**config.mk**
```make
export PLATFORM = sky130hd
export DESIGN_NAME = uart_str_tx
export DESIGN_NICKNAME = d
export VERILOG_FILES = /design/src/rtl/uart_str_tx.sv
export SDC_FILE = /design/constraint.sdc
export NUM_CORES = 1
export LEC_CHECK = 0
export ABC_CLOCK_PERIOD_IN_PS = 1730
export CORE_UTILIZATION = 49
export DETAILED_ROUTE_END_ITERATION = 7
export GPL_TIMING_DRIVEN = 0
export PLACE_DENSITY = 0.74
export SLEW_MARGIN = 20
export SYNTH_ARGS = -nofsm -noshare
export SYNTH_HDL_FRONTEND = slang
export SYNTH_SLANG_ARGS = --single-unit
```
**constraint.sdc**
```tcl
create_clock -name sys_clk -period 1.73 [get_ports sys_clk]
set_input_delay 0.2595 -clock sys_clk [delete_from_list [all_inputs] [get_ports sys_clk]]
set_output_delay 0.2595 -clock sys_clk [all_outputs]
set_load 0.1 [all_outputs]
```
**src/rtl/uart_str_tx.sv**
```systemverilog
// Multi-byte 8N1 UART transmitter: latches a MulTXNum-byte word on request and
// sends it LSB-first as back-to-back frames, pulsing uart_txs_done at the end.
module uart_str_tx #(
  parameter int MulTXNum  = 3,
  parameter int CLK_FREQ  = 50000000,
  parameter int BAUD_RATE = 115200
) (
  input  logic                    sys_clk,
  input  logic                    rst_n,
  input  logic                    uart_tx_req,
  input  logic [MulTXNum*8-1:0]   idats,
  output logic                    uart_txs_done,
  output logic                    uarttx
);

  localparam int BIT_CYCLES = CLK_FREQ / BAUD_RATE;
  localparam int CW         = $clog2(BIT_CYCLES + 1);
  localparam int IW         = (MulTXNum > 1) ? $clog2(MulTXNum) : 1;
  localparam int DW         = MulTXNum * 8;

  typedef enum logic [2:0] {IDLE, START, DATA, STOP, DONE} state_t;

  state_t          state_q, state_d;
  logic [CW-1:0]   baud_q, baud_d;
  logic [2:0]      bit_q, bit_d;
  logic [IW-1:0]   idx_q, idx_d;
  logic [DW-1:0]   shadow_q, shadow_d;
  logic            tx_q, tx_d;
  logic            done_q, done_d;
  logic            bit_end;
  logic            last_byte;

  assign bit_end   = (baud_q == CW'(BIT_CYCLES - 1));
  assign last_byte = (idx_q == IW'(MulTXNum - 1));

  always_ff @(posedge sys_clk or negedge rst_n) begin
    if (!rst_n) begin
      state_q  <= IDLE;
      baud_q   <= '0;
      bit_q    <= '0;
      idx_q    <= '0;
      shadow_q <= '0;
      tx_q     <= 1'b1;
      done_q   <= 1'b0;
    end else begin
      state_q  <= state_d;
      baud_q   <= baud_d;
      bit_q    <= bit_d;
      idx_q    <= idx_d;
      shadow_q <= shadow_d;
      tx_q     <= tx_d;
      done_q   <= done_d;
    end
  end

  always_comb begin
    state_d = state_q;
    case (state_q)
      IDLE:    if (uart_tx_req) state_d = START;
      START:   if (bit_end) state_d = DATA;
      DATA:    if (bit_end && bit_q == 3'd7) state_d = STOP;
      STOP:    if (bit_end) state_d = last_byte ? DONE : START;
      DONE:    state_d = IDLE;
      default: state_d = IDLE;
    endcase
  end

  // The shadow word doubles as the shift register: after eight data-bit shifts
  // the next byte already sits in the low bits, so no byte mux is needed.
  always_comb begin
    baud_d   = '0;
    bit_d    = bit_q;
    idx_d    = idx_q;
    shadow_d = shadow_q;
    case (state_q)
      IDLE: begin
        bit_d = '0;
        if (uart_tx_req) begin
          shadow_d = idats;
          idx_d    = '0;
        end
      end
      START, STOP: begin
        baud_d = bit_end ? '0 : baud_q + CW'(1);
        bit_d  = '0;
        if (state_q == STOP && bit_end && !last_byte) idx_d = idx_q + IW'(1);
      end
      DATA: begin
        baud_d = bit_end ? '0 : baud_q + CW'(1);
        if (bit_end) begin
          bit_d    = bit_q + 3'd1;
          shadow_d = shadow_q >> 1;
        end
      end
      default: begin
        bit_d = '0;
        idx_d = '0;
      end
    endcase
  end

  always_comb begin
    tx_d   = 1'b1;
    done_d = 1'b0;
    case (state_q)
      START:   tx_d = 1'b0;
      DATA:    tx_d = shadow_q[0];
      DONE:    done_d = 1'b1;
      default: tx_d = 1'b1;
    endcase
  end

  assign uarttx        = tx_q;
  assign uart_txs_done = done_q;

endmodule

```
# Word-level counts from Yosys, hierarchy flattened
# Cells that the tools add are included.
# classes
n_mux	18
n_eq_ne	13
n_reduce_logical	11
addsub	3
bitwise	1
# op_table
cell	n
2-to-1 mux 24 bit	2
one-hot mux 24 bit (2 select lines)	1
2-to-1 mux 3 bit	7
2-to-1 mux 9 bit	2
inequality test 2 bit, second input constant	6
one-hot mux 3 bit (4 select lines)	1
adder 9 x 1 -> 9 bit, second input constant	1
equality test 9 bit, second input constant	1
equality test 3 x 2 -> 1 bit, second input constant	2
equality test 3 bit, second input constant	2
one-hot mux 2 bit (3 select lines)	1
AND reduction 3 bit	2
2-to-1 mux 2 bit	2
AND reduction 4 bit	1
adder 3 x 1 -> 3 bit, second input constant	1
equality test 3 x 1 -> 1 bit, second input constant	1
logical AND 1 bit	3
zero test 3 bit	1
OR reduction 3 bit	1
adder 2 x 1 -> 2 bit, second input constant	1
equality test 2 bit, second input constant	1
one-hot mux 1 bit (2 select lines)	1
nonzero test 2 bit	1
OR reduction 2 bit	1
3 further kinds	3
# totals
ff_bits	43

# Logic depth before layout (Yosys ltp)
# Gate-level depths: netlist (run 1).
# depth
depth_word	5
mapped_depth	7
ltp_nobuf	6

# Worst setup path before layout (run 1)
# OpenSTA, ideal clock, no wires.
# synth_timing
path_type	reg2reg
start	register baud_q[1]
end	register shadow_q[0]
path_stages_with_launch	8
setup_slack_ns	-0.043
period_less_slack_ns	1.773
arrival_time_ns	1.648
setup_time_ns	0.125
cell_sequence	dfrtp_1 -> inv_1 -> ha_1 -> and4b_1 -> nand3_2 -> a21oi_4 -> buf_6 -> mux2_2
# synth_via
elab_chain_cells	3
# synth_lines
item	line_no	rtl
start, declared	24	logic [CW-1:0] baud_q, baud_d;
start signal, assigned	47	baud_q <= baud_d;
equality test 9 bit	33	assign bit_end = (baud_q == CW'(BIT_CYCLES - 1));
inequality test 2 bit (no source line)	-	
AND reduction 3 bit (no source line)	-	
end signal, assigned	50	shadow_q <= shadow_d;
end, declared	27	logic [DW-1:0] shadow_q, shadow_d;
# No other way between the ends.
# A chain may end at the register's enable or synchronous reset.

# Final worst setup path (run 1)
# layout_timing
start	register baud_q[1]
end	register shadow_q[20]
# The elaborated chain is that of the path after synthesis.

==> run_results.csv, run 1 <==
group,metric,value,unit
die,die-area,4810,sq um
sta,min_period,1.80,ns
place,dpl_cell_area,2580,sq um
grt,grt-busiest-layer,"met2",
power,p_total,2.79,mW
die,fp.dieH,69.4,um
critical_path,crit_end,"shadow_q[20]$_DFFE_PN0P_",
grt,grt.met1_usage,23.7,%
critical_path,cp_slowest_cell,"dfrtp_1",
drt,dr.first_iter.drc_count,74,
drt,wirelength,4.17,mm
place,dp_hpwl,2.81,mm
sta,maxSlewViolCount,0,
sta,setup_viol,23,
hold_path,min_path_type,"in -> async",
drt,wl_per_cell,14.6,um
sta,fin_crit_sh,104,%
cts,path_clk_slew,0.08,ns
grt,grt.total_usage,18.8,%
place,dp.cells,266,
critical_path,ff2ff_path_depth,7,
final_layout,fillerInstances,351,
critical_path,crit_required,1.91,ns
die,die_w,69.4,um
grt,met2_usage,30.6,%
final_layout,n_antenna_cell,0,
place,place_congestion,0.775,
sta,finalHoldViolCount,0,
critical_path,reg2reg_slack,-0.07,ns
die,initial_core_util,51.1,%
critical_path,worstSetupEndpointType,"register",
cts,numClockSinks,43,
synth,synth_ff_type,"dfrtp_1",
final_layout,final_area,2860,sq um
synth,syn_inst,185,
sta,tightest_slew,0.944,ns
critical_path,worstSetupStartpoint,"baud_q[1]$_DFF_PN0_",
grt,grt_pass1_wl,7.11,mm
grt,grt_pass1_vias,1571,
die,fp-row-count,24,
sta,rsz0062_at_grt,"yes",
power,p_per_area,978,nW/um^2
sta,holdWs,0.385,ns
drt,via_per_inst,5.39,
critical_path,worstSetupPathType,"reg -> reg",
critical_path,critPathMaxFanout,10,
run,max_cap_violations,0,
drt,dr.pass1.iters,4,
sta,tns,-1.18,ns
cts,h-tree-depth,2,
grt,antenna_found_initial,0,
final_layout,drive_gt1_share,36.5,%
final_layout,area_delta_synth_final,28.5,%
critical_path,critPathArrivalTime,1.98,ns
final_layout,layout_common_cells,"dfrtp_1 (42), mux2_2 (36), clkdlybuf4s50_1 (25)",
synth,synth_nets,217,
cts,clk_latency,0.29,ns
die,core,4350,sq um
final_layout,final_common_cell,"dfrtp_1",
outcome,status,"complete, but fails checks",
cts,root_buffer,"clkbuf_8",
power,ir_drop,660,uV
final_layout,nets,264,
grt,met3_usage,4.51,%
grt,overflow,0,
place,port_buffers,28,
sta,max_freq,0.556,GHz
cts,cts_made_buffers,5,
drt,final_antenna_net_count,0,
synth,ys_ff_latch,43,
critical_path,r2r_end,"shadow_q[20]$_DFFE_PN0P_",
synth,postSynthAreaPerCell,12.0,sq um
die,io_pins,29,
synth,netlist_area,2220,sq um
sta,clock_skew,0.00624,ns
drt,drc_errors,0,
sta,max_slew_margin,37.3,%
critical_path,r2r_start,"baud_q[1]$_DFF_PN0_",
synth,yosysSeqAreaShare,48.5,%
final_layout,final_cells,285,
cts,clk_path_buf_depth,2,
synth,synthDistinctLibCells,40,
synth,async_flop_share,100,%
sta,layout_setup_ws,-0.0675,ns
critical_path,path_cells,"inv_1, ha_2, and4b_1, nand3_2, a21oi_4, buf_8, mux2_2",
outcome,failed_checks,"negative setup slack",
cts,cts_tree,"yes",
synth,synth_edf_count,0,
drt,vias,1535,
synth,ys.warnings.count,0,
power,p_leak,1.24,nW
critical_path,start_kind,"register",
critical_path,max_stage_delay,0.38,ns
grt,grt_max_degree,32,
-- routing by layer --
layer  wire length, um  share of wire (%)
met5                 0                  0
met4                69                1.7
met3               138                3.3
met2              2050                 49
met1              1910                 46
-- how the worst min path moves through the flow --
stage,from,to,slack (ns),depth (start not counted)
2_1_floorplan,rst_n,baud_q[0]$_DFF_PN0_,-0.04,0
3_3_place_gp,idx_q[0]$_DFFE_PN0P_,idx_q[0]$_DFFE_PN0P_,0.47,1
3_5_place_dp,rst_n,bit_q[0]$_DFFE_PN0P_,0.17,1
4_1_cts,rst_n,uart_txs_done$_DFF_PN0_,0.40,2
5_1_grt,rst_n,bit_q[0]$_DFFE_PN0P_,0.42,2
6_report,rst_n,bit_q[0]$_DFFE_PN0P_,0.38,2
-- power by group --
| group | internal, mW | switching, mW |
|---|---|---|
| logic | 0.385 | 0.237 |
| registers | 1.23 | 0.139 |
| clock network | 0.467 | 0.337 |
| total | 2.08 | 0.713 |
-- registers in the layout, indices dropped and copies added (netlist names) --
register,cells
baud_q,9
bit_q,3
idx_q,2
shadow_q,24
state_q,3
uart_txs_done,1
uarttx,1
-- kinds of logic (layout without fill, tap and decap cells) --
| kind of cell | count (synthesis) | after routing | synth area share, % |
|---|---|---|---|
| flops | 43 | 43 | 48.5 |
| mux | 47 | 47 | 23.7 |
| xor+xnor | 5 | 5 | 1.97 |
| buf+inv | 13 | 61 | 3.43 |
| simple gates | 51 | 51 | 13.5 |
| fa+ha+maj | 5 | 5 | 2.81 |
| compound gates | 21 | 21 | 6.13 |
-- layout make-up --
class | count | area (sq um) | area share, %
Clock buffer | 6 | 82.6 | 2.89
Inverter | 5 | 18.8 | 0.657
Buffer | 8 | 67.6 | 2.37
Multi-Input combinational cell | 129 | 1120 | 39.2
Tap cell | 52 | 65.1 | 2.28
Clock inverter | 2 | 35.0 | 1.23
Timing Repair Buffer | 40 | 389 | 13.6
Sequential cell | 43 | 1080 | 37.7
-- through the flow --
| step | utilization (%) | setup WS [ns] |
|---|---|---|
| finish | 65.6 | -0.0675 |
| global route | 65.6 | -0.189 |
| CTS | 64.5 | -0.104 |
| detailed placement | 59.3 | -0.225 |
| global placement | 59.0 | -0.732 |
| floorplan | - | -0.0431 |
-- worst max-delay path: cells and delay by family (launching register included) --
| kind | cells | cell delay [ns] |
|---|---|---|
| DFF | 1 | 0.38 |
| and+or+nand+nor | 2 | 0.34 |
| muxes | 1 | 0.34 |
| AOI/OAI and AO/OA | 1 | 0.24 |
| buffers and inverters | 2 | 0.23 |
| adders and majority gates | 1 | 0.17 |
-- Yosys cell counts, types with 3 or more instances --
| master | number | area (sq um) |
|---|---|---|
| dfrtp_1 | 42 | 1050 |
| nor2_1 | 12 | 45.0 |
| buf_2 | 4 | 20.0 |
| nand2b_1 | 5 | 31.3 |
| a21oi_1 | 5 | 25.0 |
| nand2_1 | 7 | 26.3 |
| mux2_2 | 45 | 507 |
| ha_1 | 5 | 62.6 |
| nand3_1 | 5 | 25.0 |
| xor2_1 | 3 | 26.3 |
| o21ai_0 | 7 | 35.0 |
| inv_1 | 5 | 18.8 |
-- timing repair --
action / 4_1_cts / 5_1_grt
setup buffers: 8 / 2
resized for setup: 14 / 10
hold buffers: 1 / 0
cloned: 1 / 0
endpoints found under the setup margin: 27 / 27
pin swaps: 2 / 1
endpoints found under the hold margin: 12 / 0
(Power assumes the default switching activity.)
==> run 2, diff against run 1 <==
--- a/config.mk
+++ b/config.mk
@@ -8,6 +8,7 @@
 export ABC_CLOCK_PERIOD_IN_PS = 1730
 export CORE_UTILIZATION = 49
 export DETAILED_ROUTE_END_ITERATION = 7
+export GPL_ROUTABILITY_DRIVEN = 0
 export GPL_TIMING_DRIVEN = 0
 export PLACE_DENSITY = 0.74
 export SLEW_MARGIN = 20
==> results of run 2 <==
The final DEF is identical to that of run 1; final timing and power are the same.
==> run 3, diff against run 2 <==
--- a/config.mk
+++ b/config.mk
@@ -6,6 +6,7 @@
 export NUM_CORES = 1
 export LEC_CHECK = 0
 export ABC_CLOCK_PERIOD_IN_PS = 1730
+export CORE_MARGIN = 4
 export CORE_UTILIZATION = 49
 export DETAILED_ROUTE_END_ITERATION = 7
 export GPL_ROUTABILITY_DRIVEN = 0
==> run 3 against run 2 <==
  * The flow still finishes with violations (negative setup slack)
  * Hold slack worse by 0.0027 ns
  * Sequential power hardly changed
  * First-iteration DRC count decreased by 20%
==> run_results.csv, run 3 (synthesis results as in run 1) <==
group,metric,value,unit
drt,dr.first_iter.drc_count,59,
power,ir_drop,618,uV
die,io_pins,29,
grt,grt_max_degree,32,
critical_path,critPathMaxFanout,10,
run,max_cap_violations,0,
drt,wl_met3,209,um
sta,max_slew_margin,37.1,%
cts,h-tree-depth,2,
grt,grt.total_usage,15.5,%
cts,cts_tree,"yes",
sta,rsz0062_at_grt,"yes",
sta,layout_setup_ws,-0.0579,ns
power,clockPowerShare,25.0,%
final_layout,largest_reg_flops,24,
cts,clk_path_buf_depth,2,
final_layout,register_area,1080,sq um
sta,setup_viol,23,
die,die-area,5680,sq um
drt,via_per_inst,5.34,
critical_path,path_cells,"inv_1, ha_2, and4b_1, nand3_2, a21oi_4, buf_6, mux2_2",
die,die_w,75.4,um
place,dp_hpwl,2.77,mm
drt,wl_met1,1.76,mm
drt,drc_errors,0,
drt,final_antenna_net_count,0,
final_layout,fillerInstances,358,
sta,finalHoldViolCount,0,
sta,min_period,1.79,ns
final_layout,drive_gt1_share,35.3,%
die,core,4380,sq um
place,dpl_cell_area,2580,sq um
critical_path,worstSetupEndpointType,"register",
final_layout,nets,263,
sta,tns,-0.888,ns
cts,root_buffer,"clkbuf_8",
grt,overflow,0,
drt,wl_per_cell,13.7,um
critical_path,r2r_end,"shadow_q[21]$_DFFE_PN0P_",
sta,max_freq,0.559,GHz
cts,clk_latency,0.30,ns
place,port_buffers,28,
critical_path,start_kind,"register",
power,comb_power_share,22.8,%
drt,wl_met2,1.85,mm
final_layout,largest-register,"shadow_q",
power,p_per_area,934,nW/um^2
critical_path,cp_slowest_cell,"dfrtp_1",
die,fp-row-count,24,
die,initial_core_util,50.7,%
drt,routed.top_layer,"met4",
final_layout,multi_input_area,1100,sq um
final_layout,n_antenna_cell,0,
final_layout,reg.largest.list,"shadow_q x24, baud_q x9",
critical_path,r2r_start,"baud_q[1]$_DFF_PN0_",
cts,cts_made_buffers,5,
grt,antenna_found_initial,0,
cts,path_clk_slew,0.08,ns
power,p_total,2.60,mW
power,p_sw_share,26.4,%
final_layout,final_area,2790,sq um
final_layout,area_delta_synth_final,25.4,%
critical_path,max_stage_delay,0.38,ns
sta,maxSlewViolCount,0,
outcome,status,"complete, but fails checks",
critical_path,reg2reg_slack,-0.06,ns
sta,tightest_slew,0.947,ns
drt,dr.pass1.iters,4,
grt,grt_pass1_vias,1495,
die,fp.dieH,75.4,um
drt,wirelength,3.88,mm
power,p_leak,1.20,nW
sta,fin_crit_sh,103,%
cts,numClockSinks,43,
power,seq_power_share,52.3,%
power,intPower,1.92,mW
critical_path,ff2ff_path_depth,7,
final_layout,layout_common_cells,"dfrtp_1 (42), mux2_2 (40), clkdlybuf4s50_1 (25)",
hold_path,min_path_type,"in -> async",
final_layout,final_common_cell,"dfrtp_1",
drt,vias,1517,
critical_path,worstSetupPathType,"reg -> reg",
power,power_switching,0.687,mW
critical_path,critPathArrivalTime,1.97,ns
place,preCtsSetupSlack,-0.220,ns
critical_path,crit_required,1.92,ns
grt,grt_pass1_wl,6.60,mm
outcome,failed_checks,"negative setup slack",
sta,clock_skew,0.00993,ns
==> run 3: cell count changes in the layout (fill, tap and decap cells not counted), moves of 2 or more <==
cell | before | now
o41ai_1 | 0 | 2
mux2_4 | 9 | 5
o41ai_2 | 2 | 0
mux2_2 | 36 | 40
==> run 3: area by class of cell <==
type	instances	area share (%)
buffer	8	2.29
clock buffer	7	3.10
clock inverter	1	0.180
inverter	5	0.673
multi-input combinational	129	39.4
sequential	43	38.6
tap	52	2.33
timing repair buffer	39	13.4
==> run 3: worst max-delay path: cells and delay by family (launching register included) <==
kind	cells	cell delay, ns
flops	1	0.38
simple gates	2	0.35
mux	1	0.34
buf+inv	2	0.24
compound gates	1	0.21
fa+ha+maj	1	0.17
==> run 3: worst max-delay path by stage <==
stage	start	to	slack (ns)
2_1_floorplan	baud_q[1]$_DFF_PN0_	shadow_q[0]$_DFFE_PN0P_	-0.04
3_3_place_gp	rst_n	shadow_q[8]$_DFFE_PN0P_	-0.74
3_5_place_dp	baud_q[1]$_DFF_PN0_	shadow_q[21]$_DFFE_PN0P_	-0.22
4_1_cts	baud_q[1]$_DFF_PN0_	shadow_q[21]$_DFFE_PN0P_	-0.10
5_1_grt	baud_q[1]$_DFF_PN0_	shadow_q[2]$_DFFE_PN0P_	-0.16
6_report	baud_q[1]$_DFF_PN0_	shadow_q[21]$_DFFE_PN0P_	-0.06
==> run 3: metrics by stage <==
stage	instances	hold slack [ns]	util [%]
6_report	284	0.382	63.6
5_1_grt	284	0.406	63.6
2_1_floorplan	185	-0.0361	-
3_5_place_dp	266	0.174	58.9
3_3_place_gp	265	0.475	58.6
4_1_cts	282	0.388	63.1
==> run 3: routing by layer <==
layer | up-vias | global-route usage (%)
met4 | 0 | 5.24
met3 | 8 | 5.01
met5 | - | 0
met1 | 732 | 20.5
met2 | 19 | 24.4
li1 | 758 | -
==> run 3: repair_timing <==
item                                    4_1_cts  5_1_grt
hold buffers                                  1        0
hold endpoints to repair                     12        0
endpoints found under the setup margin       27       26
gates resized for setup                      14        1
gates cloned                                  1        0
setup buffers                                 6        2
pin swaps                                     1        1
==> run 3: power groups by stage <==
stage / logic, mW / registers [mW] / clock network [mW]
after floorplan: 0.342 / 1.36 / 0
final: 0.592 / 1.36 / 0.650
after detailed placement: 0.493 / 1.39 / 0
after CTS: 0.579 / 1.36 / 0.675
after global placement: 0.479 / 1.38 / 0
after global routing: 0.659 / 1.39 / 0.714
